<file path="config.mk">
export PLATFORM = sky130hd
export DESIGN_NAME = route_collector
export DESIGN_NICKNAME = d
export VERILOG_FILES = /design/src/rtl/route_collector_pkg.sv /design/src/rtl/route_lsb_finder.sv /design/src/rtl/route_collector.sv
export SDC_FILE = /design/constraint.sdc
export NUM_CORES = 1
export LEC_CHECK = 0
export CAP_MARGIN = 20
export CORE_MARGIN = 8
export CORE_UTILIZATION = 52
export DETAILED_ROUTE_END_ITERATION = 8
export PLACE_DENSITY = 0.79
export SETUP_SLACK_MARGIN = 0.5
export SLEW_MARGIN = 20
export SYNTH_ARGS = -nofsm -noshare
export SYNTH_HDL_FRONTEND = slang
export SYNTH_SLANG_ARGS = --single-unit
</file>
<file path="constraint.sdc">
create_clock -name clk -period 2.77 [get_ports clk]
set_clock_uncertainty 0.2 [all_clocks]
set_input_delay 0.4155 -clock clk [delete_from_list [all_inputs] [get_ports clk]]
set_output_delay 0.4155 -clock clk [all_outputs]
set_load 0.05 [all_outputs]
</file>
<file path="src/rtl/route_collector_pkg.sv">
// -----------------------------------------------------------------------------
// route_collector_pkg
// Shared definitions for the route collector and its helpers.
//   - Default sizes: CHANNEL_NUM / CAPACITOR_NUM, overridable with the
//     `CHANNEL_NUM and `CAPACITOR_NUM macros, plus derived index widths.
//   - FSM state encoding (IDLE/SCAN/EMIT/DONE).
//   - Polarity constants: an occupied capacitor and a requested channel are
//     both marked by a 0 bit (the distributor fills unused slots with 1).
// Optional feature macro used by the top: ROUTE_COLLECTOR_ERR_EN.
// No ports (package).
// -----------------------------------------------------------------------------
`ifndef CHANNEL_NUM
  `define CHANNEL_NUM 8
`endif
`ifndef CAPACITOR_NUM
  `define CAPACITOR_NUM 16
`endif

package route_collector_pkg;

  localparam int DEF_CHANNEL_NUM   = `CHANNEL_NUM;
  localparam int DEF_CAPACITOR_NUM = `CAPACITOR_NUM;
  localparam int DEF_CH_W          = $clog2(DEF_CHANNEL_NUM);
  localparam int DEF_CAP_W         = $clog2(DEF_CAPACITOR_NUM);

  // Bit value meaning "occupied" in the capacitor map and "requested" in
  // the channel mask.
  localparam logic OCC = 1'b0;
  localparam logic REQ = 1'b0;

  typedef enum logic [1:0] {
    IDLE = 2'd0,
    SCAN = 2'd1,
    EMIT = 2'd2,
    DONE = 2'd3
  } state_t;

endpackage

</file>
<file path="src/rtl/route_lsb_finder.sv">
// -----------------------------------------------------------------------------
// route_lsb_finder
// Combinational lowest-matching-bit finder. Returns the index of the lowest
// bit of vec equal to MATCH (0 by default) and a found flag. Shared with the
// distributor side of the capacitor chain.
// Ports:
//   vec    in   W    vector to search
//   idx    out  IW   index of the lowest matching bit (0 when none)
//   found  out  1    at least one bit matches
// -----------------------------------------------------------------------------
module route_lsb_finder #(
  parameter int   W     = 8,
  parameter int   IW    = (W > 1) ? $clog2(W) : 1,
  parameter logic MATCH = 1'b0
) (
  input  logic [W-1:0]  vec,
  output logic [IW-1:0] idx,
  output logic          found
);

  // Scan upward; the first hit freezes the result so the lowest index wins.
  always_comb begin
    idx   = '0;
    found = 1'b0;
    for (int i = 0; i < W; i++) begin
      if (!found && (vec[i] == MATCH)) begin
        idx   = IW'(i);
        found = 1'b1;
      end
    end
  end

endmodule

</file>
<file path="src/rtl/route_collector.sv">
// -----------------------------------------------------------------------------
// route_collector
// Reads back a capacitor occupancy map and pairs the k-th occupied capacitor
// with the k-th requested channel (lowest index first), walking capacitors
// from index 0 upward at one per clock. Each pair is offered on a
// valid/ready handshake and accumulated into a channel grant map.
// Optional feature: define ROUTE_COLLECTOR_ERR_EN to add the err output,
// flagging scans that end with unpaired capacitors or ungranted channels.
// Ports:
//   clk         in   1              rising-edge clock
//   rst         in   1              synchronous active-high reset
//   start       in   1              pulse; latches maps and starts a scan (IDLE only)
//   cap_map     in   CAPACITOR_NUM  occupancy, 0 = occupied
//   chan_req    in   CHANNEL_NUM    request mask, 0 = requested
//   pair_valid  out  1              pair available
//   pair_ready  in   1              consumer accepts the pair
//   pair_chan   out  CH_W           channel index of the pair
//   pair_cap    out  CAP_W          capacitor index of the pair
//   grant_map   out  CHANNEL_NUM    1 = channel paired in this scan
//   pair_cnt    out  CAP_W+1        pairs emitted in this scan
//   busy        out  1              high outside IDLE
//   done        out  1              one-cycle pulse at end of scan
//   err         out  1              (ROUTE_COLLECTOR_ERR_EN) sticky mismatch flag
// -----------------------------------------------------------------------------
module route_collector
  import route_collector_pkg::*;
#(
  parameter int CHANNEL_NUM   = DEF_CHANNEL_NUM,
  parameter int CAPACITOR_NUM = DEF_CAPACITOR_NUM,
  parameter int CH_W          = $clog2(CHANNEL_NUM),
  parameter int CAP_W         = $clog2(CAPACITOR_NUM)
) (
  input  logic                     clk,
  input  logic                     rst,
  input  logic                     start,
  input  logic [CAPACITOR_NUM-1:0] cap_map,
  input  logic [CHANNEL_NUM-1:0]   chan_req,
  output logic                     pair_valid,
  input  logic                     pair_ready,
  output logic [CH_W-1:0]          pair_chan,
  output logic [CAP_W-1:0]         pair_cap,
  output logic [CHANNEL_NUM-1:0]   grant_map,
  output logic [CAP_W:0]           pair_cnt,
  output logic                     busy,
  output logic                     done
`ifdef ROUTE_COLLECTOR_ERR_EN
  ,
  output logic                     err
`endif
);

  localparam logic [CAP_W-1:0] CAP_LAST = CAP_W'(CAPACITOR_NUM - 1);

  state_t                   state_reg;
  logic [CAPACITOR_NUM-1:0] cap_lat_reg;   // remaining occupancy (paired caps set to 1)
  logic [CHANNEL_NUM-1:0]   req_rem_reg;   // remaining requests (granted chans set to 1)
  logic [CAP_W-1:0]         cap_ptr_reg;
  logic                     pair_valid_reg;
  logic [CH_W-1:0]          pair_chan_reg;
  logic [CAP_W-1:0]         pair_cap_reg;
  logic [CHANNEL_NUM-1:0]   grant_reg;
  logic [CAP_W:0]           cnt_reg;
  logic                     busy_reg;
  logic                     done_reg;
`ifdef ROUTE_COLLECTOR_ERR_EN
  logic                     err_reg;
`endif

  logic [CH_W-1:0]          free_chan;
  logic                     chan_found;
  logic                     cap_occ;
  logic                     at_last;
  logic                     xfer;
  logic [CHANNEL_NUM-1:0]   req_after;
  logic [CAPACITOR_NUM-1:0] cap_after;

  route_lsb_finder #(
    .W     (CHANNEL_NUM),
    .IW    (CH_W),
    .MATCH (REQ)
  ) u_chan_finder (
    .vec   (req_rem_reg),
    .idx   (free_chan),
    .found (chan_found)
  );

  assign cap_occ   = (cap_lat_reg[cap_ptr_reg] == OCC);
  assign at_last   = (cap_ptr_reg == CAP_LAST);
  assign xfer      = pair_valid_reg & pair_ready;
  // Maps as they will look once the pair currently offered is accepted.
  assign req_after = req_rem_reg | (CHANNEL_NUM'(1) << pair_chan_reg);
  assign cap_after = cap_lat_reg | (CAPACITOR_NUM'(1) << pair_cap_reg);

  always_ff @(posedge clk) begin
    if (rst) begin
      state_reg      <= IDLE;
      cap_lat_reg    <= '1;
      req_rem_reg    <= '1;
      cap_ptr_reg    <= '0;
      pair_valid_reg <= 1'b0;
      pair_chan_reg  <= '0;
      pair_cap_reg   <= '0;
      grant_reg      <= '0;
      cnt_reg        <= '0;
      busy_reg       <= 1'b0;
      done_reg       <= 1'b0;
`ifdef ROUTE_COLLECTOR_ERR_EN
      err_reg        <= 1'b0;
`endif
    end else begin
      done_reg <= 1'b0;
      case (state_reg)
        IDLE: begin
          if (start) begin
            cap_lat_reg <= cap_map;
            req_rem_reg <= chan_req;
            grant_reg   <= '0;
            cnt_reg     <= '0;
            cap_ptr_reg <= '0;
            busy_reg    <= 1'b1;
`ifdef ROUTE_COLLECTOR_ERR_EN
            err_reg     <= 1'b0;
`endif
            state_reg   <= SCAN;
          end
        end

        SCAN: begin
          if (!chan_found) begin
            // Every requested channel already granted: nothing left to pair.
            state_reg <= DONE;
            done_reg  <= 1'b1;
          end else if (cap_occ) begin
            pair_chan_reg  <= free_chan;
            pair_cap_reg   <= cap_ptr_reg;
            pair_valid_reg <= 1'b1;
            state_reg      <= EMIT;
          end else if (at_last) begin
            state_reg <= DONE;
            done_reg  <= 1'b1;
          end else begin
            cap_ptr_reg <= cap_ptr_reg + CAP_W'(1);
          end
        end

        EMIT: begin
          if (xfer) begin
            pair_valid_reg <= 1'b0;
            grant_reg      <= grant_reg | (CHANNEL_NUM'(1) << pair_chan_reg);
            req_rem_reg    <= req_after;
            cap_lat_reg    <= cap_after;
            cnt_reg        <= cnt_reg + (CAP_W + 1)'(1);
            // The pointer saturates: after the last capacitor the scan ends
            // rather than wrapping to index 0.
            if ((&req_after) || at_last) begin
              state_reg <= DONE;
              done_reg  <= 1'b1;
            end else begin
              cap_ptr_reg <= cap_ptr_reg + CAP_W'(1);
              state_reg   <= SCAN;
            end
          end
        end

        DONE: begin
          busy_reg  <= 1'b0;
          state_reg <= IDLE;
`ifdef ROUTE_COLLECTOR_ERR_EN
          // Any 0 left in either remaining map is an unpaired capacitor
          // (overflow) or an ungranted channel (underflow).
          err_reg   <= (~&cap_lat_reg) | (~&req_rem_reg);
`endif
        end

        default: state_reg <= IDLE;
      endcase
    end
  end

  assign pair_valid = pair_valid_reg;
  assign pair_chan  = pair_chan_reg;
  assign pair_cap   = pair_cap_reg;
  assign grant_map  = grant_reg;
  assign pair_cnt   = cnt_reg;
  assign busy       = busy_reg;
  assign done       = done_reg;
`ifdef ROUTE_COLLECTOR_ERR_EN
  assign err        = err_reg;
`endif

endmodule

</file>
==> key figures <==
Final layout
  – Final nets: 441
  – Layout cell share with drive strength beyond 1: 0.133
  – Number of flip-flops in the largest register: 16
  – Top library cells by usage in the layout, fill and taps aside: sky130_fd_sc_hd__clkdlybuf4s50_1 (46), sky130_fd_sc_hd__nor2_1 (45), sky130_fd_sc_hd__dfxtp_1 (45)
  – Count of filler cells inserted in the layout: 411
  – # diodes: 0
  – Area growth, synth to finish: 28.4%
  – Post-layout instance count excluding filler cells: 477
  – Most common library cell in the layout ignoring fill and taps: sky130_fd_sc_hd__clkdlybuf4s50_1
  – Total area of multi-input combinational cells: 1670 sq um
  – Seq. cell area: 1080 sq um

Timing
  – Actual slew at the worst max-slew pin: 0.524 ns
  – Ratio of final minimum period to clock period: 0.811
  – Max-slew headroom at the worst pin: 0.649
  – Upper clock frequency limit: 0.445 GHz
  – Total negative setup slack: 0 ns
  – Final critical-path required period: 2.25 ns
  – RSZ-0062 raised after global routing: true
  – Hold violation count in the final report: 0
  – Endpoints failing setup: 0
  – Min Hold Slack: 0.285 ns
  – Slew Limit Fails: 0

Routing
  – Routed met2 length: 3810 um
  – Total routed wirelength: 7850 um
  – Met3 Wirelength: 483 um
  – Antenna Violating Nets Remaining: 0
  – Highest routed metal layer: met4
  – Vias: 2905
  – Number of optimization iterations in the first detailed-route pass: 5
  – Drt first-iter violations: 156
  – Drt via density: 6.09
  – Met1 wire length: 3310 um
  – DRC Markers: 0
  – Wire length per cell: 16.5 um

Global route
  – Global-route wire length before repair: 12500 um
  – Number of global-route vias before repair: 2725
  – Total track usage: 0.196
  – Number of antenna violations at the first check in global routing: 0
  – Total congestion overflow: 0
  – Largest net degree at the start of global routing: 24

CTS
  – Bufs on Longest Clock Path: 2
  – Worst skew pair latency: 0.31 ns
  – CTS tree: done
  – Library cell used as clock root buffer: sky130_fd_sc_hd__clkbuf_8
  – Total clock sinks: 53
  – H-tree depth: 2
  – Hold Buf Count CTS: 0
  – Clk pin slew, worst setup/hold paths: 0.10 ns
  – Number of buffers added by the clock tree synthesis step: 5

Yosys
  – Cells after Synth: 352
  – Most used flip-flop cell after synthesis: sky130_fd_sc_hd__dfxtp_1
  – Synth Area per Inst: 7.99 sq um
  – Total of warnings raised by yosys: 0
  – Async set or reset register ratio after synthesis: 0
  – Synthesized Nets: 387
  – FF+latch count, synth: 53
  – Number of synthesized flops with an enable pin: 0
  – Post-Synthesis Cell Area: 2810 sq um
  – Sequential share of the synthesized area: 0.377
  – Number of unique standard cell types used by synthesis: 53

Placement
  – Placer congestion estimate: 0.952
  – Post-Place Cells: 463
  – Half-perimeter wire length after detailed placement: 5510 um
  – Count of buffers inserted at the top-level ports: 50

Floorplanning
  – Die Span Y: 89.5 um
  – Die width: 89.5 um
  – Die Footprint: 8020 sq um
  – Initial standard-cell utilization of the core: 0.544
  – Area of the core: 5170 sq um
  – Number of placed I/O pins: 51
  – Row count: 26

Worst setup path
  – Max stage delay cell, worst path: sky130_fd_sc_hd__dfxtp_4
  – Worst stage delay on the critical path: 0.42 ns
  – Startpoint of the worst-slack reg-to-reg timing path: cap_ptr_reg[2]$_SDFFE_PP0P_
  – Data required time of the worst path: 2.77 ns
  – Critical path capture point type: flip-flop
  – WS Path Type: reg2reg
  – Count of cells along the worst register-to-register path: 6
  – Series of cell instances along the critical path: mux2_4, a222oi_1, nand2_1, a21oi_4, mux2i_1, nor2_1
  – Critical-path maximum fanout: 8
  – Kind of launch point of the worst setup path: flip-flop
  – CP arrival: 2.25 ns
  – Worst flop-to-flop path endpoint: pair_cap[1]$_SDFFE_PP0P_
  – Slack of the worst reg-to-reg path: 0.52 ns

Worst hold path
  – Min-delay worst type: reg2reg
  – Count of cells along the worst hold path: 2
  – Endpoint of the worst hold-timing path: grant_map[0]$_SDFFE_PP0P_
  – Hold path startpoint: grant_map[0]$_SDFFE_PP0P_

Job
  – Maxcap violations: 0

Power and ir drop
  – PnR Total Power: 0.00290 W
  – Static leakage: 1.37 nW
  – IR drop worst, VDD: 0.404 mV
  – Pwr/cell area: 804 nW/um^2

Status
  – Status: finished, final reports clean
## synthesized netlist by cell type (4+ instances only)
cell type                  instances  share of area
sky130_fd_sc_hd__mux2i_1          10          0.036
sky130_fd_sc_hd__nand4_1           8          0.018
sky130_fd_sc_hd__nor2_1           48          0.064
sky130_fd_sc_hd__nor3_1            5         0.0089
sky130_fd_sc_hd__ha_1              7          0.031
sky130_fd_sc_hd__o311ai_0          4          0.012
sky130_fd_sc_hd__a211oi_1         10          0.027
sky130_fd_sc_hd__a21oi_1          37          0.066
sky130_fd_sc_hd__nand2_1          26          0.035
sky130_fd_sc_hd__clkbuf_1         12          0.016
sky130_fd_sc_hd__nor2b_1           6          0.013
sky130_fd_sc_hd__nand3_1           8          0.014
sky130_fd_sc_hd__dfxtp_1          53           0.38
sky130_fd_sc_hd__nand2b_1          5          0.011
sky130_fd_sc_hd__a31oi_1           4         0.0089
sky130_fd_sc_hd__inv_1            10          0.013
sky130_fd_sc_hd__o21ai_0          41          0.073
## final cells by class
class | instances | area share
Multi-Input combinational cell | 270 | 0.462
Sequential cell | 53 | 0.299
Timing Repair Buffer | 65 | 0.172
Tap cell | 70 | 0.0242
Clock buffer | 5 | 0.0191
Clock inverter | 3 | 0.0121
Inverter | 11 | 0.0114
## per-layer routing
metal | vias up | track usage
li1 | 1402 | -
met1 | 1366 | 0.239
met2 | 114 | 0.318
met3 | 23 | 0.0423
met4 | 0 | 0.0921
met5 | - | 0
## cells by family (layout without fill, tap and decap cells)
group,count (synthesis),in the layout,share of synthesized area
compound gates,124,124,0.277
simple gates,122,122,0.206
flops,53,53,0.377
buf+inv,29,84,0.0476
mux,14,14,0.0516
fa+ha+maj,7,7,0.0311
xor+xnor,3,3,0.00934
## how the worst max path moves through the flow
stage	cells past startpoint	start	slack [ns]	endpoint
6_report	6	cap_ptr_reg[2]$_SDFFE_PP0P_	0.52	pair_cap[1]$_SDFFE_PP0P_
5_1_grt	6	cap_ptr_reg[2]$_SDFFE_PP0P_	0.41	pair_cap[2]$_SDFFE_PP0P_
4_1_cts	6	cap_ptr_reg[0]$_SDFFE_PP0P_	0.47	pair_chan[2]$_SDFFE_PP0P_
3_5_place_dp	7	pair_ready	0.25	grant_map[5]$_SDFFE_PP0P_
3_3_place_gp	7	pair_ready	0.24	grant_map[5]$_SDFFE_PP0P_
2_1_floorplan	7	pair_chan[1]$_SDFFE_PP0P_	0.58	cap_ptr_reg[0]$_SDFFE_PP0P_
## through the flow
step | util | instance area (sq um) | setup slack (ns)
global placement | 0.653 | 3380 | 0.238
detailed placement | 0.653 | 3380 | 0.253
finish | 0.698 | 3610 | 0.524
floorplan | - | 2820 | 0.580
global route | 0.698 | 3610 | 0.411
CTS | 0.680 | 3520 | 0.475
## critical path: cells and delay by family, from the launching register on
family             cells  cell delay, ns
AOI/OAI and AO/OA      2            0.73
muxes                  2            0.54
DFF                    1            0.42
and+or+nand+nor        2            0.24
## timing repair
action	CTS	global route
pin swaps	0	10
gates resized for setup	10	19
setup buffers	0	6
setup endpoints to repair	36	30
## where the power goes
group | switching (W) | total (W) | leakage [nW] | internal [W]
sequential | 0.000162 | 0.00106 | 0.438 | 0.000900
combinational | 0.000778 | 0.00130 | 0.873 | 0.000519
clock | 0.000274 | 0.000545 | 0.0585 | 0.000272
total | 0.00121 | 0.00290 | 1.37 | 0.00169
Power figures use the tool's default switching activity.
